<file path="src/rtl/aes_uart_pkg.sv">
// -----------------------------------------------------------------------------
// aes_uart_pkg
// Shared definitions for the host-to-board AES frame receiver: the frame FSM
// and UART receiver state encodings, the default frame start marker and the
// frame layout constants.
// -----------------------------------------------------------------------------
package aes_uart_pkg;

  localparam logic [7:0] SYNC_BYTE_DEFAULT = 8'hA5;

  // Frame layout: SYNC, CMD, 16 key bytes, 16 data bytes, CSUM.
  localparam int KEY_BYTES   = 16;
  localparam int DATA_BYTES  = 16;
  localparam int FRAME_BYTES = 3 + KEY_BYTES + DATA_BYTES;

  typedef enum logic [2:0] {
    S_SYNC,
    S_CMD,
    S_KEY,
    S_DATA,
    S_CSUM,
    S_WAIT_READY
  } frame_state_e;

  typedef enum logic [1:0] {
    RX_IDLE,
    RX_START,
    RX_DATA,
    RX_STOP
  } rx_state_e;

endpackage

</file>
<file path="src/rtl/uart_rx_byte.sv">
// -----------------------------------------------------------------------------
// uart_rx_byte
// 8N1 UART receiver, LSB first. The serial input is synchronised, a falling
// edge arms the receiver, the start bit is re-checked half a bit later and
// every following bit is sampled one full bit period apart.
//
// Ports:
//   clk        system clock
//   rst        synchronous active-high reset
//   rx         asynchronous serial input, idle high
//   byte_valid one-cycle pulse: byte received with a good stop bit
//   byte_ferr  one-cycle pulse: stop bit sampled low (framing error)
//   byte_data  received byte, valid while byte_valid is high
// -----------------------------------------------------------------------------
module uart_rx_byte
  import aes_uart_pkg::*;
#(
  parameter int CLKS_PER_BIT = 868
) (
  input  logic       clk,
  input  logic       rst,
  input  logic       rx,
  output logic       byte_valid,
  output logic       byte_ferr,
  output logic [7:0] byte_data
);

  localparam int HALF_BIT = CLKS_PER_BIT / 2;
  localparam int CW       = $clog2(CLKS_PER_BIT + 1);

  logic            rx_meta_q, rx_sync_q, rx_prev_q;
  rx_state_e       state_q, state_d;
  logic [CW-1:0]   cnt_q, cnt_d;
  logic [2:0]      bit_q, bit_d;
  logic [7:0]      shift_q, shift_d;
  logic            valid_q, valid_d;
  logic            ferr_q, ferr_d;

  always_comb begin
    // NOTE: every variable gets a default before the case so no path leaves it
    // unassigned; that is what keeps this block free of inferred latches.
    state_d = state_q;
    cnt_d   = cnt_q + CW'(1);
    bit_d   = bit_q;
    shift_d = shift_q;
    valid_d = 1'b0;
    ferr_d  = 1'b0;

    unique case (state_q)
      RX_IDLE: begin
        cnt_d = '0;
        if (rx_prev_q && !rx_sync_q) state_d = RX_START;
      end
      RX_START: begin
        if (cnt_q == CW'(HALF_BIT - 1)) begin
          cnt_d = '0;
          // Line back high at mid start bit: a glitch, not a character.
          if (rx_sync_q) begin
            state_d = RX_IDLE;
          end else begin
            state_d = RX_DATA;
            bit_d   = '0;
          end
        end
      end
      RX_DATA: begin
        if (cnt_q == CW'(CLKS_PER_BIT - 1)) begin
          cnt_d   = '0;
          shift_d = {rx_sync_q, shift_q[7:1]};
          bit_d   = bit_q + 3'd1;
          if (bit_q == 3'd7) state_d = RX_STOP;
        end
      end
      RX_STOP: begin
        if (cnt_q == CW'(CLKS_PER_BIT - 1)) begin
          cnt_d   = '0;
          state_d = RX_IDLE;
          if (rx_sync_q) valid_d = 1'b1;
          else           ferr_d  = 1'b1;
        end
      end
      default: state_d = RX_IDLE;
    endcase
  end

  // NOTE: sequential state uses non-blocking assignments so every flop samples
  // the pre-edge value of its inputs, independent of statement order.
  always_ff @(posedge clk) begin
    if (rst) begin
      rx_meta_q <= 1'b1;
      rx_sync_q <= 1'b1;
      rx_prev_q <= 1'b1;
      state_q   <= RX_IDLE;
      cnt_q     <= '0;
      bit_q     <= '0;
      shift_q   <= '0;
      valid_q   <= 1'b0;
      ferr_q    <= 1'b0;
    end else begin
      rx_meta_q <= rx;
      rx_sync_q <= rx_meta_q;
      rx_prev_q <= rx_sync_q;
      state_q   <= state_d;
      cnt_q     <= cnt_d;
      bit_q     <= bit_d;
      shift_q   <= shift_d;
      valid_q   <= valid_d;
      ferr_q    <= ferr_d;
    end
  end

  assign byte_valid = valid_q;
  assign byte_ferr  = ferr_q;
  assign byte_data  = shift_q;

endmodule

</file>
<file path="src/rtl/aes_uart_frame_rx.sv">
// -----------------------------------------------------------------------------
// aes_uart_frame_rx
// Receives SYNC, CMD, 16 key bytes, 16 data bytes and an XOR checksum over a
// UART, then hands key/data/mode to the AES core with a one-cycle start pulse
// as soon as the core reports ready.
//
// Ports:
//   clk, rst     system clock, synchronous active-high reset
//   rx           UART serial input (idle high)
//   core_ready   AES core idle indication
//   key_out      key to core, first key byte in [127:120]
//   data_out     data block to core, first data byte in [127:120]
//   enc_dec_out  1 = encrypt, 0 = decrypt
//   start        one-cycle start pulse to core
//   frame_ok     one-cycle pulse: frame accepted
//   frame_err    one-cycle pulse: frame discarded
//   err_count    saturating count of frame_err pulses
//   busy         frame FSM is not waiting for a sync byte
// -----------------------------------------------------------------------------
module aes_uart_frame_rx
  import aes_uart_pkg::*;
#(
  parameter int         CLK_FREQ_HZ  = 100000000,
  parameter int         BAUD         = 115200,
  parameter int         TIMEOUT_CLKS = 1000000,
  parameter logic [7:0] SYNC_BYTE    = SYNC_BYTE_DEFAULT
) (
  input  logic         clk,
  input  logic         rst,
  input  logic         rx,
  input  logic         core_ready,
  output logic [127:0] key_out,
  output logic [127:0] data_out,
  output logic         enc_dec_out,
  output logic         start,
  output logic         frame_ok,
  output logic         frame_err,
  output logic [7:0]   err_count,
  output logic         busy
);

  localparam int CLKS_PER_BIT = CLK_FREQ_HZ / BAUD;
  localparam int TW           = $clog2(TIMEOUT_CLKS + 1);

  logic       byte_valid, byte_ferr;
  logic [7:0] rx_byte;

  uart_rx_byte #(
    .CLKS_PER_BIT(CLKS_PER_BIT)
  ) u_rx (
    .clk       (clk),
    .rst       (rst),
    .rx        (rx),
    .byte_valid(byte_valid),
    .byte_ferr (byte_ferr),
    .byte_data (rx_byte)
  );

  frame_state_e  state_q, state_d;
  logic [127:0]  key_sh_q, key_sh_d;
  logic [127:0]  data_sh_q, data_sh_d;
  logic          enc_sh_q, enc_sh_d;
  logic [7:0]    csum_q, csum_d;
  logic [3:0]    idx_q, idx_d;
  logic [TW-1:0] idle_q, idle_d;
  logic [127:0]  key_out_q, key_out_d;
  logic [127:0]  data_out_q, data_out_d;
  logic          enc_out_q, enc_out_d;
  logic          start_q, start_d;
  logic          ok_q, ok_d;
  logic          err_q, err_d;
  logic [7:0]    err_count_q, err_count_d;
  logic          in_frame, timeout;

  always_comb begin
    state_d     = state_q;
    key_sh_d    = key_sh_q;
    data_sh_d   = data_sh_q;
    enc_sh_d    = enc_sh_q;
    csum_d      = csum_q;
    idx_d       = idx_q;
    idle_d      = '0;
    key_out_d   = key_out_q;
    data_out_d  = data_out_q;
    enc_out_d   = enc_out_q;
    start_d     = 1'b0;
    ok_d        = 1'b0;
    err_d       = 1'b0;
    err_count_d = err_count_q;

    // Inter-byte idle supervision only applies while a frame is being received.
    in_frame = (state_q inside {S_CMD, S_KEY, S_DATA, S_CSUM});
    if (in_frame) idle_d = byte_valid ? '0 : idle_q + TW'(1);
    timeout = in_frame && !byte_valid && (idle_q == TW'(TIMEOUT_CLKS - 1));

    unique case (state_q)
      S_SYNC: begin
        if (byte_valid && rx_byte == SYNC_BYTE) state_d = S_CMD;
      end
      S_CMD: begin
        if (byte_valid) begin
          enc_sh_d = rx_byte[0];
          csum_d   = rx_byte;
          idx_d    = '0;
          state_d  = S_KEY;
        end
      end
      S_KEY: begin
        if (byte_valid) begin
          key_sh_d = {key_sh_q[119:0], rx_byte};
          csum_d   = csum_q ^ rx_byte;
          idx_d    = idx_q + 4'd1;
          if (idx_q == 4'(KEY_BYTES - 1)) begin
            idx_d   = '0;
            state_d = S_DATA;
          end
        end
      end
      S_DATA: begin
        if (byte_valid) begin
          data_sh_d = {data_sh_q[119:0], rx_byte};
          csum_d    = csum_q ^ rx_byte;
          idx_d     = idx_q + 4'd1;
          if (idx_q == 4'(DATA_BYTES - 1)) begin
            idx_d   = '0;
            state_d = S_CSUM;
          end
        end
      end
      S_CSUM: begin
        if (byte_valid) begin
          if (rx_byte == csum_q) begin
            ok_d    = 1'b1;
            state_d = S_WAIT_READY;
          end else begin
            err_d   = 1'b1;
            state_d = S_SYNC;
          end
        end
      end
      S_WAIT_READY: begin
        // The only place the core-facing outputs change.
        if (core_ready) begin
          key_out_d  = key_sh_q;
          data_out_d = data_sh_q;
          enc_out_d  = enc_sh_q;
          start_d    = 1'b1;
          state_d    = S_SYNC;
        end
      end
      default: state_d = S_SYNC;
    endcase

    // Framing errors and idle timeouts abort the frame in any receiving state.
    if (in_frame && (byte_ferr || timeout)) begin
      err_d   = 1'b1;
      state_d = S_SYNC;
    end

    if (err_d && err_count_q != 8'hFF) err_count_d = err_count_q + 8'd1;
  end

  always_ff @(posedge clk) begin
    if (rst) begin
      state_q     <= S_SYNC;
      key_sh_q    <= '0;
      data_sh_q   <= '0;
      enc_sh_q    <= 1'b1;
      csum_q      <= '0;
      idx_q       <= '0;
      idle_q      <= '0;
      key_out_q   <= '0;
      data_out_q  <= '0;
      enc_out_q   <= 1'b1;
      start_q     <= 1'b0;
      ok_q        <= 1'b0;
      err_q       <= 1'b0;
      err_count_q <= '0;
    end else begin
      state_q     <= state_d;
      key_sh_q    <= key_sh_d;
      data_sh_q   <= data_sh_d;
      enc_sh_q    <= enc_sh_d;
      csum_q      <= csum_d;
      idx_q       <= idx_d;
      idle_q      <= idle_d;
      key_out_q   <= key_out_d;
      data_out_q  <= data_out_d;
      enc_out_q   <= enc_out_d;
      start_q     <= start_d;
      ok_q        <= ok_d;
      err_q       <= err_d;
      err_count_q <= err_count_d;
    end
  end

  assign key_out     = key_out_q;
  assign data_out    = data_out_q;
  assign enc_dec_out = enc_out_q;
  assign start       = start_q;
  assign frame_ok    = ok_q;
  assign frame_err   = err_q;
  assign err_count   = err_count_q;
  assign busy        = (state_q != S_SYNC);

endmodule

</file>
<file path="config.mk">
export PLATFORM = sky130hd
export DESIGN_NAME = aes_uart_frame_rx
export DESIGN_NICKNAME = d
export VERILOG_FILES = /design/src/rtl/aes_uart_pkg.sv /design/src/rtl/uart_rx_byte.sv /design/src/rtl/aes_uart_frame_rx.sv
export SDC_FILE = /design/constraint.sdc
export NUM_CORES = 1
export LEC_CHECK = 0
export CAP_MARGIN = 20
export CORE_ASPECT_RATIO = 2
export CORE_MARGIN = 1.5
export CORE_UTILIZATION = 59
export CTS_CLUSTER_SIZE = 24
export DETAILED_ROUTE_END_ITERATION = 7
export PLACE_DENSITY = 0.85
export SYNTH_ARGS = -nofsm -noshare
export SYNTH_HDL_FRONTEND = slang
export SYNTH_SLANG_ARGS = --single-unit
</file>
<file path="constraint.sdc">
create_clock -name clk -period 3.3 [get_ports clk]
set_clock_uncertainty 0.15 [all_clocks]
set_input_delay 0.99 -clock clk [delete_from_list [all_inputs] [get_ports clk]]
set_output_delay 0.99 -clock clk [all_outputs]
set_load 0.05 [all_outputs]
</file>
==> flow_summary_export.csv, run 1 <==
group,metric,value,unit
outcome,run_status,"complete, no violations",
grt,gr-max-usage-layer,"met2",
pwr,total_switching_power,2720,µW
finish,utilization,0.729,
die,dieWidth,136,µm
critical_path,worst_setup_path_end_kind,"primary output",
pwr,pwr-share-comb,0.009,
placed_design,globalplace.congestion,0.890,
synth,synth_enable_flop_cells,0,
synth,synth_top_cells_by_count,"sky130_fd_sc_hd__nand2_1 (1073), sky130_fd_sc_hd__dfxtp_1 (588), sky130_fd_sc_hd__a21oi_1 (527)",
grt,grt_util_met3,0.0473,
grt,track_usage,0.287,
sta,drv_slew,0,
drt,initialDrtViolationCount,1462,
grt,groute.layer.met2.usage,0.517,
pwr,clock_power_share,0.458,
grt,number_of_global_route_vias_before_repair,17200,
finish,antenna_cells_inserted,0,
clocking,hold_buffers,0,
critical_path,worst-setup-path-type,"flip-flop to primary output",
clocking,cts_inserted_buffers,49,
clocking,clkTransAtPathRegs,0.07,ns
critical_path,kind_of_start_point_of_the_critical_path,"flip-flop",
clocking,post-cts-setup-buffer-count,0,
sta,fin_setup_tns,0,ns
clocking,clock_tree_from_tritoncts,"built",
clocking,clockBufferDepth,3,
pwr,power.leakage,0.00820,µW
synth,syn-cell-area,20700,µm²
synth,yosysSeqAreaShare,0.568,
die,chipHeight,268,µm
synth,ys.warnings.count,0,
grt,grt.overflow.total,0,
sta,least_margin_pin_slew,1.01,ns
pwr,p_int,10600,µW
synth,synth_top_area_cell,"sky130_fd_sc_hd__dfxtp_1",
drt,totalWireLength,53600,µm
clocking,htreeDepth,2,
sta,finalSetupViolations,0,
synth,synth_top_cell_area_share,0.568,
synth,fraction_of_synthesis_flops_using_an_asynchronous_set_or_reset_pin,0,
synth,synth_flop_cell,"sky130_fd_sc_hd__dfxtp_1",
pwr,switching_share,0.204,
critical_path,master_of_the_slowest_instance_on_the_critical_path,"sky130_fd_sc_hd__dfxtp_1",
hold_path,timing.hold.worst.class,"flip-flop to flip-flop",
die,std_cell_rows,97,
critical_path,cp_slowest_stage_delay,0.84,ns
pwr,ir_drop,0.495,mV
critical_path,worstPathBufferInverterCount,1,
run,cap_violations,0,
sta,layout_worst_path_cycle_share,0.913,
pwr,power_density,525,nW/µm²
die,die-area,36300,µm²
critical_path,timing.critical_path.required,2.16,ns
synth,synth_cell_type_count,55,
sta,period_needed,3.01,ns
clocking,cts-resized-gates,0,
die,core-area,34800,µm²
drt,detail_route.wl_per_cell,16.4,µm
drt,post_drt_via_cell_ratio,5.55,
clocking,tritoncts_num_sinks,588,
sta,finalHoldViolCount,0,
drt,detail_route.drc_violations,0,
synth,net_count_of_the_mapped_netlist,2629,
drt,detail-route-antenna-nets,0,
critical_path,timing.critical_path.cells,"or3_1 > buf_4",
drt,detailroute.via_count,18100,
sta,maxClockFrequency,332,MHz
synth,syn_inst,2618,
placed_design,port_buffers,272,
synth,syn-mean-instance-area,7.92,µm²
grt,grt_antenna_before_repair,0,
synth,synth.most_common_cell,"sky130_fd_sc_hd__nand2_1",
critical_path,worstPathArrival,1.87,ns
synth,synthTopCellsByArea,"sky130_fd_sc_hd__dfxtp_1 (57%), sky130_fd_sc_hd__nand2_1 (19%), sky130_fd_sc_hd__a21oi_1 (13%), sky130_fd_sc_hd__clkbuf_1 (2.9%), sky130_fd_sc_hd__nor2_1 (1.2%)",
die,initial_utilization,0.595,
sta,unrepaired_setup_endpoints_after_global_routing,"no",
finish,final_nets,2792,
critical_path,crit_path_max_fanout,20,
grt,grt_util_met1,0.301,
grt,grt_start_max_net_pins,202,
sta,timing.slew.headroom,0.328,
grt,grt_first_pass_wirelength,84100,µm
pwr,share_of_power_burned_in_registers,0.532,
die,design.portCount,273,
clocking,clk_root_buffer_cell,"sky130_fd_sc_hd__clkbuf_16",
drt,drt_pass1_iterations,5,
placed_design,dp_hpwl,35000,µm
finish,layout-drive-gt1-share,0.0425,
critical_path,cell_family_contributing_the_most_delay_on_the_critical_path,"flip-flops",
clocking,clock_latency_at_the_later_pin_of_the_worst_skew_pair,0.57,ns
synth,synth_seq_cells,588,
finish,areaGrowthSynthToFinish,22.5,%
[worst paths after layout]
path                                      from              to  slack, ns  cells past startpoint
worst max-delay path                state_q[0]            busy       0.29                      2
worst min register to register  u_rx.rx_meta_q  u_rx.rx_sync_q       0.27                      1
worst max register to register      state_q[0]    err_count[4]       0.72                      6
worst min-delay path            u_rx.rx_meta_q  u_rx.rx_sync_q       0.27                      1
[state kept, by name, indices dropped and copies added, names as in the netlist, 3 cells and up, named ones only]
| register | cells |
|---|---|
| u_rx.bit_q | 3 |
| key_out | 128 |
| u_rx.cnt_q | 10 |
| data_sh_q | 128 |
| idx_q | 4 |
| idle_q | 20 |
| u_rx.byte_data | 8 |
| key_sh_q | 128 |
| csum_q | 8 |
| data_out | 128 |
| state_q | 3 |
| err_count | 8 |
[power by group through the flow]
stage | sequential (µW) | combinational, µW | clock (µW)
5_1_grt | 7090 | 133 | 6440
3_3_place_gp | 7260 | 121 | 0
2_1_floorplan | 7260 | 94.9 | 0
3_5_place_dp | 7260 | 122 | 0
6_report | 7100 | 124 | 6110
4_1_cts | 7100 | 122 | 6160
[cells in the final DEF, fill, tap and decap left out, types with 4 or more instances in the layout]
cell type and instances:
sky130_fd_sc_hd__xnor2_1 20, sky130_fd_sc_hd__nand2b_1 4, sky130_fd_sc_hd__dfxtp_1 588, sky130_fd_sc_hd__clkbuf_8 15, sky130_fd_sc_hd__xor2_1 20, sky130_fd_sc_hd__inv_1 5, sky130_fd_sc_hd__nor4_1 4, sky130_fd_sc_hd__bufinv_16 4
sky130_fd_sc_hd__clkdlybuf4s50_1 269, sky130_fd_sc_hd__nand4_1 5, sky130_fd_sc_hd__a21oi_1 527, sky130_fd_sc_hd__ha_1 7, sky130_fd_sc_hd__or2_2 4, sky130_fd_sc_hd__clkinv_2 7, sky130_fd_sc_hd__clkbuf_1 10, sky130_fd_sc_hd__nand2_1 1073
sky130_fd_sc_hd__buf_4 13, sky130_fd_sc_hd__o21ai_0 7, sky130_fd_sc_hd__nand3_1 18, sky130_fd_sc_hd__buf_12 12, sky130_fd_sc_hd__mux2i_1 10, sky130_fd_sc_hd__and3_1 13, sky130_fd_sc_hd__nor3_1 5, sky130_fd_sc_hd__clkbuf_16 51
sky130_fd_sc_hd__nor2b_1 6, sky130_fd_sc_hd__or3_1 6, sky130_fd_sc_hd__nor2_1 64
[cells by family after synthesis]
family	count (synthesis)	synth area share
flops	588	0.568
compound gates	557	0.138
simple gates	1225	0.233
xor+xnor	40	0.0169
fa+ha+maj	7	0.00422
mux	12	0.00591
buf+inv	189	0.0345
[final cells by class]
class / instances / area (µm²)
clock buffer: 76 / 1520
clock inverter: 15 / 190
multi-input combinational: 1841 / 8290
sequential: 588 / 11800
fill: 2608 / 9430
timing repair buffer: 295 / 3050
inverter: 6 / 22.5
tap: 445 / 557
[metrics by stage]
step	worst slack, ns	std cells	hold slack, ns	cell area (µm²)	total power (µW)
floorplan	0.892	2618	0.239	20700	7350
global route	0.198	3266	0.287	25400	13700
global placement	0.524	3175	0.247	23700	7380
CTS	0.273	3266	0.274	25400	13400
finish	0.287	3266	0.273	25400	13300
detailed placement	0.452	3175	0.254	23700	7380
[routing by layer]
metal / up-vias / wire [µm]
li1: 8784 / -
met1: 8534 / 18900
met2: 636 / 27800
met3: 172 / 2910
met4: 0 / 3910
met5: - / 0
Note: power is estimated with default switching activity, not from simulation.
==> run 2: changes to the inputs <==
--- a/config.mk
+++ b/config.mk
@@ -13,3 +13,3 @@
 export DETAILED_ROUTE_END_ITERATION = 7
-export PLACE_DENSITY = 0.85
+export PLACE_DENSITY = 0.95
 export SYNTH_ARGS = -nofsm -noshare
--- a/constraint.sdc
+++ b/constraint.sdc
@@ -4,2 +4,2 @@
 set_output_delay 0.99 -clock clk [all_outputs]
-set_load 0.05 [all_outputs]
+set_load 0.01 [all_outputs]
==> run 2 against run 1 <==
Effect of this change:
- critical path depth stayed put
- clock power fell by 7.4%
- sequential cell count did not move
- setup slack got worse by 0.12 ns
- register-to-register slack lost 0.04 ns
- global-route usage increased by 2.2 points
- critical endpoint unchanged
- clock-buffer cell count is 13 lower
- wire length rose by 7.6%
==> flow_summary_export.csv, run 2 (synthesis results as in run 1) <==
group,metric,value,unit
clocking,post-cts-setup-buffer-count,0,
drt,totalWireLength,57600,µm
finish,areaGrowthSynthToFinish,21.4,%
clocking,hold_buffers,0,
hold_path,timing.hold.worst.class,"flip-flop to flip-flop",
drt,post_drt_via_cell_ratio,5.75,
grt,number_of_global_route_vias_before_repair,18000,
die,std_cell_rows,97,
drt,detailroute.via_count,18700,
sta,unrepaired_setup_endpoints_after_global_routing,"no",
placed_design,preCtsSetupSlack,0.494,ns
placed_design,port_buffers,272,
pwr,power.leakage,0.00807,µW
run,cap_violations,0,
finish,register_area,11800,µm²
critical_path,master_of_the_slowest_instance_on_the_critical_path,"sky130_fd_sc_hd__clkdlybuf4s50_1",
pwr,power_density,512,nW/µm²
drt,detail_route.wl_per_cell,17.7,µm
finish,final.fill_count,2352,
critical_path,cp_slowest_stage_delay,0.55,ns
clocking,cts_inserted_buffers,46,
clocking,clock_latency_at_the_later_pin_of_the_worst_skew_pair,0.58,ns
grt,grt_first_pass_wirelength,89700,µm
critical_path,worst-setup-path-type,"flip-flop to primary output",
critical_path,worst_setup_path_end_kind,"primary output",
drt,drt_pass1_iterations,7,
clocking,tritoncts_num_sinks,588,
finish,mostFrequentLayoutCell,"sky130_fd_sc_hd__nand2_1",
drt,detail-route-antenna-nets,0,
placed_design,dp_hpwl,36700,µm
finish,multiInputGateArea,8290,µm²
sta,maxClockFrequency,319,MHz
die,chipHeight,268,µm
finish,post-route-cell-area,25200,µm²
die,dieWidth,136,µm
critical_path,crit_path_max_fanout,9,
critical_path,cell_family_contributing_the_most_delay_on_the_critical_path,"buffers and inverters",
sta,timing.slew.headroom,0.429,
finish,utilization,0.723,
placed_design,placement_stage_cell_area,23700,µm²
clocking,htreeDepth,2,
clocking,clock_tree_from_tritoncts,"built",
placed_design,globalplace.congestion,0.889,
clocking,clockBufferDepth,3,
pwr,ir_drop,0.441,mV
sta,finalHoldViolCount,0,
clocking,clkTransAtPathRegs,0.07,ns
drt,initialDrtViolationCount,1586,
die,design.portCount,273,
grt,grt.overflow.total,0,
die,initial_utilization,0.595,
sta,drv_slew,0,
critical_path,timing.critical_path.cells,"or3_1 > clkdlybuf4s50_1",
finish,final_nets,2785,
die,core-area,34800,µm²
outcome,run_status,"complete, no violations",
finish,layout-drive-gt1-share,0.0357,
critical_path,worstPathBufferInverterCount,1,
critical_path,kind_of_start_point_of_the_critical_path,"flip-flop",
grt,track_usage,0.309,
sta,period_needed,3.13,ns
sta,least_margin_pin_slew,0.857,ns
sta,layout_setup_ws,0.168,ns
drt,detail_route.drc_violations,0,
sta,layout_worst_path_cycle_share,0.949,
sta,finalSetupViolations,0,
grt,grt_antenna_before_repair,0,
sta,fin_setup_tns,0,ns
finish,antenna_cells_inserted,0,
grt,grt_start_max_net_pins,202,
finish,layout_common_cells,"sky130_fd_sc_hd__nand2_1 (1073), sky130_fd_sc_hd__dfxtp_1 (587), sky130_fd_sc_hd__a21oi_1 (527)",
clocking,clk_root_buffer_cell,"sky130_fd_sc_hd__clkbuf_16",
pwr,fin_total_pwr,12900,µW
critical_path,worstPathArrival,1.99,ns
critical_path,timing.critical_path.required,2.16,ns
die,die-area,36300,µm²
[run 2: cell count changes in the layout (fill, tap and decap cells not counted), moves of 2 or more]
cell,change
sky130_fd_sc_hd__clkdlybuf4s50_1,+2
sky130_fd_sc_hd__clkinv_2,-3
sky130_fd_sc_hd__clkbuf_16,-4
sky130_fd_sc_hd__buf_4,-6
sky130_fd_sc_hd__clkbuf_8,-10
[run 2: metal layers]
metal  vias up  routed length (µm)  GRT usage
li1       8756                   -          -
met5         -                   0          0
met3       255                3260     0.0457
met2       867               29800      0.548
met4         0                4970      0.247
met1      8783               19600      0.319
[run 2: layout make-up]
cell class,instances,area share
clock buffer,63,0.0511
clock inverter,14,0.00885
inverter,6,0.000895
multi-input combinational,1841,0.329
sequential,588,0.468
tap,445,0.0221
timing repair buffer,291,0.120
[run 2: where the power goes]
part	internal [µW]	switching, µW	total (µW)
sequential	7090	2.21	7090
clock	3130	2530	5660
combinational	16.3	109	125
[run 2: metrics by stage]
step,hold slack (ns),instances
2_1_floorplan,0.239,2618
3_3_place_gp,0.289,3171
3_5_place_dp,0.292,3171
4_1_cts,0.303,3248
5_1_grt,0.310,3248
6_report,0.292,3248
[run 2: timing repair]
action | 4_1_cts | 5_1_grt
hold endpoints to repair | 0 | 0
gates resized for setup | 0 | 1
setup endpoints to repair | 0 | 1
[run 2: worst paths after layout]
| path | slack (ns) | cells after the start | endpoint | start |
|---|---|---|---|---|
| min | 0.29 | 1 | u_rx.rx_sync_q | u_rx.rx_meta_q |
| min reg2reg | 0.29 | 1 | u_rx.rx_sync_q | u_rx.rx_meta_q |
| max | 0.17 | 2 | busy | state_q[2] |
| max reg2reg | 0.68 | 7 | key_sh_q[112] | state_q[2] |
==> run 3: changes to the inputs <==
CTS_CLUSTER_SIZE = unset   (was 24)
==> results of run 3 <==
No change in the layout: final DEF, timing and power equal those of run 2.
